<file path="config.mk">
export PLATFORM = sky130hd
export DESIGN_NAME = uart_rx_getc
export DESIGN_NICKNAME = d
export VERILOG_FILES = /design/src/rtl/uart_rx_getc.sv
export SDC_FILE = /design/constraint.sdc
export NUM_CORES = 1
export LEC_CHECK = 0
export ABC_AREA = 1
export CORE_MARGIN = 3
export CORE_UTILIZATION = 30
export DETAILED_ROUTE_END_ITERATION = 10
export PLACE_DENSITY_LB_ADDON = 0.2
export REMOVE_ABC_BUFFERS = 1
export SETUP_SLACK_MARGIN = 0.05
export SLEW_MARGIN = 20
export SYNTH_ARGS = -nofsm -noshare
export SYNTH_HDL_FRONTEND = slang
export SYNTH_SLANG_ARGS = --single-unit
</file>
<file path="constraint.sdc">
create_clock -name clk -period 6.3 [get_ports clk]
set_input_delay 1.26 -clock clk [delete_from_list [all_inputs] [get_ports clk]]
set_output_delay 1.26 -clock clk [all_outputs]
set_load 0.03 [all_outputs]
</file>
<file path="src/rtl/uart_rx_getc.sv">
// uart_rx_getc: 8N1 UART receiver feeding a show-ahead FIFO behind a getc handshake.
//   clk       system clock, rising edge
//   rst       asynchronous active-low reset
//   rx        serial input, idles high
//   getc_en   FIFO non-empty, getc_char valid
//   getc_char head-of-FIFO byte, 0 when empty
//   getc_pop  remove head byte this edge (ignored when empty)
//   level     bytes stored
//   overflow  sticky, a received byte was dropped on a full FIFO
//   frame_err one-cycle pulse on a bad stop bit
//   rx_busy   receiver not idle
module uart_rx_getc #(
  parameter int CLK_FREQ   = 12000000,
  parameter int BAUD       = 115200,
  parameter int FIFO_DEPTH = 16
) (
  input  logic                          clk,
  input  logic                          rst,
  input  logic                          rx,
  output logic                          getc_en,
  output logic [7:0]                    getc_char,
  input  logic                          getc_pop,
  output logic [$clog2(FIFO_DEPTH):0]   level,
  output logic                          overflow,
  output logic                          frame_err,
  output logic                          rx_busy
);
  localparam int DIV = CLK_FREQ / BAUD;
  localparam int CW  = $clog2(DIV);
  localparam int AW  = $clog2(FIFO_DEPTH);
  localparam int LW  = AW + 1;
  localparam logic [CW-1:0] HALF = CW'(DIV / 2 - 1);
  localparam logic [CW-1:0] FULL = CW'(DIV - 1);
  typedef enum logic [2:0] {IDLE, START, DATA, STOP, WAIT_HIGH} state_t;
  state_t          r_state, w_next;
  logic            r_sync1, r_sync2;
  logic            w_rxs, w_tick, w_push, w_pop, w_acc;
  logic [CW-1:0]   r_cnt;
  logic [2:0]      r_bit;
  logic [7:0]      r_shift;
  logic [7:0]      r_mem [FIFO_DEPTH];
  logic [AW-1:0]   r_rd, r_wr;
  assign w_rxs  = r_sync2;
  assign w_tick = r_cnt == '0;
  always_ff @(posedge clk or negedge rst)
    if (!rst) {r_sync1, r_sync2} <= 2'b11;
    else      {r_sync1, r_sync2} <= {rx, r_sync1};
  always_ff @(posedge clk or negedge rst)
    if (!rst) r_state <= IDLE;
    else      r_state <= w_next;
  always_comb begin
    w_next = r_state;
    case (r_state)
      IDLE:      w_next = w_rxs ? IDLE : START;
      START:     w_next = w_tick ? (w_rxs ? IDLE : DATA) : START;
      DATA:      w_next = (w_tick && r_bit == 3'd7) ? STOP : DATA;
      STOP:      w_next = w_tick ? (w_rxs ? IDLE : WAIT_HIGH) : STOP;
      WAIT_HIGH: w_next = w_rxs ? IDLE : WAIT_HIGH;
      default:   w_next = IDLE;
    endcase
  end
  always_comb begin
    w_push    = r_state == STOP && w_tick && w_rxs;
    frame_err = r_state == STOP && w_tick && !w_rxs;
    rx_busy   = r_state != IDLE;
  end
  // IDLE keeps the counter preloaded with the half-bit delay so START
  // samples mid start bit; every later sample reloads a full bit period.
  always_ff @(posedge clk or negedge rst)
    if (!rst) begin
      r_cnt   <= '0;
      r_bit   <= '0;
      r_shift <= '0;
    end else begin
      r_cnt <= (r_state == IDLE) ? HALF : (w_tick ? FULL : r_cnt - CW'(1));
      if (r_state == START) r_bit <= '0;
      else if (r_state == DATA && w_tick) begin
        r_bit   <= r_bit + 3'd1;
        r_shift <= {w_rxs, r_shift[7:1]};
      end
    end
  assign getc_en   = level != '0;
  assign getc_char = getc_en ? r_mem[r_rd] : 8'h00;
  assign w_pop     = getc_pop && getc_en;
  // a full FIFO still accepts the byte when the head leaves in the same cycle
  assign w_acc     = w_push && (level != LW'(FIFO_DEPTH) || w_pop);
  always_ff @(posedge clk)
    if (w_acc) r_mem[r_wr] <= r_shift;
  always_ff @(posedge clk or negedge rst)
    if (!rst) begin
      r_rd     <= '0;
      r_wr     <= '0;
      level    <= '0;
      overflow <= 1'b0;
    end else begin
      r_wr     <= r_wr + AW'(w_acc);
      r_rd     <= r_rd + AW'(w_pop);
      level    <= level + LW'(w_acc) - LW'(w_pop);
      overflow <= overflow | (w_push & ~w_acc);
    end
endmodule

</file>
==> flow_summary.ini <==
[routing]
wl_per_cell_um = 16.8
via_count = 4480
antenna_left = 0
firstDrtPassIters = 7
routed_wirelength_um = 16300
drt_first_iter_violations = 326
route.detailed.drc = 0
vias_per_cell = 4.62

[clocking]
postCtsHoldBufs = 0
cts_tree = done
cts_buffer_depth = 2
post-cts-setup-buffers = 0
cts-root-buf = clkbuf_16
clk_latency_ps = 420
cts_num_sinks = 165
htreeDepth = 4
clk_pin_slew_ps = 60
cts_made_buffers = 17
post_cts_resized = 0

[hold_path]
hp-start = r_sync1
hold_path.class = reg -> reg
holdPathStages = 0
holdPathEnd = r_sync2

[timing]
relSlewSlack_pct = 32.3
maxSlewViolCount = 0
fmax_mhz = 234
finalHoldViolCount = 0
rsz0062_at_grt = no
setup_viol = 0
tightest_slew_ps = 1010
period_share_pct = 67.9
tns_ps = 0
holdWs_ps = 358
fin_crit_ps = 4280
clock_skew_ps = 9.21

[cells_and_area]
final_cells = 970
diodes = 0
register_area_um2 = 4770
final_nets = 663
area_growth_pct = 15.1
final_cell_mix = nand2_1, edfxtp_1, nand3_1
drive_gt1_share_pct = 8.37
fill_cells = 2301
layout_commonest_cell = nand2_1
multi_input_area_um2 = 1980

[grt]
grt_max_degree = 66
first_global_vias = 4411
antenna_found_initial = 0
grt-ovfl-total = 0
grt_usage_pct = 13.1
grt_pass1_wl_um = 25600

[critical_path]
cp_common_cell = nand2_1
worstPathRequired_ps = 5040
max_stage_delay_ps = 710
slowest_stage = clkdlybuf4s50_1
r2r_start = level[2]
cp_max_fo = 19
endpoint_kind = output pin
r2r_slack_ps = 3120
regToRegEndpoint = level[4]
worstPathCellList = inv_1 -> nand3_1 -> nand2_1 -> nand2_1 -> a21oi_1 -> clkdlybuf4s50_1
ff2ff_path_depth = 17
worst-endpoint-arrival_ps = 3020
start_kind = flip-flop
path_class = reg -> out

[floorplanning]
die_h_um = 159
die_w_um = 159
row_count = 55
initial_core_util_pct = 30.8
core-area_um2 = 22800
dieArea_um2 = 25400
io-pin-count = 21

[power_and_ir_drop]
power_leakage_nw = 3.35
p_per_area_nw_per_um2 = 399
vdd_drop_max_uv = 265

[yosys]
synth-edff-count = 128
synth-seq-cells = 165
synth_warnings = 0
syn-cell-area_um2 = 7040
synth_top_flop_cell = edfxtp_1
synth_area_per_cell_um2 = 11.2
ys_seq_area_share_pct = 67.7
async_reset_ff_share_pct = 22.4
synth_cell_types = 32
synth_cells = 629

[placed_design]
dp_cells = 938
portBuffers = 20
place_hpwl_um = 9980
gp_congestion = 0.773

[job]
cap_violations = 0

[run_status]
outcome = finished clean
[state kept, by name, indices dropped and copies added, names as in the netlist]
register  count
r_wr          4
r_shift       8
level         5
r_mem       128
r_sync1       1
overflow      1
r_cnt         7
r_sync2       1
r_bit         3
r_state       3
r_rd          4
[power by group]
group          switching (mW)  internal, mW
sequential             0.0553          1.19
clock                   0.437         0.629
combinational           0.630         0.288
total                    1.12          2.11
[critical path: cells and delay by family, from the launching register on]
kind / cells / cell delay [ps]
flip-flops: 1 / 690
AO/OA/AOI/OAI: 1 / 200
AND/OR/NAND/NOR: 3 / 330
buffers and inverters: 2 / 1350
[worst max-delay path by stage]
stage,startpoint,to,cells after the start
final,r_rd[2],getc_char[3],6
after global routing,r_rd[2],getc_char[3],6
after global placement,r_rd[0],getc_char[3],8
after CTS,r_rd[0],getc_char[3],8
after detailed placement,r_rd[0],getc_char[3],8
after floorplan,r_rd[0],getc_char[4],7
[cells by family (layout without fill, tap and decap cells)]
logic type | Yosys count | count (layout) | share of synthesized area, %
AND/OR/NAND/NOR | 345 | 345 | 21.4
AO/OA/AOI/OAI | 27 | 27 | 2.42
buffers and inverters | 65 | 93 | 4.17
adder cells (fa/ha/maj) | 15 | 15 | 2.77
flip-flops | 165 | 165 | 67.7
XOR/XNOR | 12 | 12 | 1.49
[area by class of cell]
class / instances / share of cell area, %
timing repair buffer: 22 / 2.59
clock inverter: 14 / 2.15
multi-input combinational: 399 / 24.4
sequential: 165 / 58.9
inverter: 39 / 1.85
clock buffer: 18 / 5.29
tap: 313 / 4.83
[synth_stat cells, types with 2 or more instances]
| cell type | instances | area (um^2) |
|---|---|---|
| nand3_1 | 109 | 546 |
| nor3_1 | 2 | 10.0 |
| ha_1 | 14 | 175 |
| nand2_1 | 195 | 732 |
| inv_2 | 3 | 11.3 |
| edfxtp_1 | 128 | 3840 |
| xor2_1 | 11 | 96.3 |
| nor2_1 | 29 | 109 |
| buf_4 | 8 | 60.1 |
| dfstp_2 | 2 | 52.6 |
| a21oi_1 | 12 | 60.1 |
| clkbuf_1 | 4 | 15.0 |
| nand4_2 | 4 | 50.1 |
| inv_1 | 34 | 128 |
| o21ai_0 | 6 | 30.0 |
| dfrtp_1 | 35 | 876 |
| buf_2 | 14 | 70.1 |
| nor2_2 | 2 | 12.5 |
| o21ai_2 | 4 | 35.0 |
[metrics by stage]
stage	util (%)	power, mW	worst slack, ps	cell area, um^2
2_1_floorplan	-	1.84	2460	6900
3_3_place_gp	32.8	2.19	2380	7500
3_5_place_dp	32.8	2.20	2360	7500
4_1_cts	35.5	3.27	1890	8110
5_1_grt	35.5	3.40	1830	8110
6_report	35.5	3.23	2020	8110
[layer usage]
layer	vias up	GRT usage, %	share of wire (%)
met4	0	3.30	0.98
met1	2207	18.8	49
li1	2171	-	-
met2	92	20.1	45
met3	10	3.10	5.1
met5	-	0	0
No activity file was read; power rests on OpenSTA's default activity.
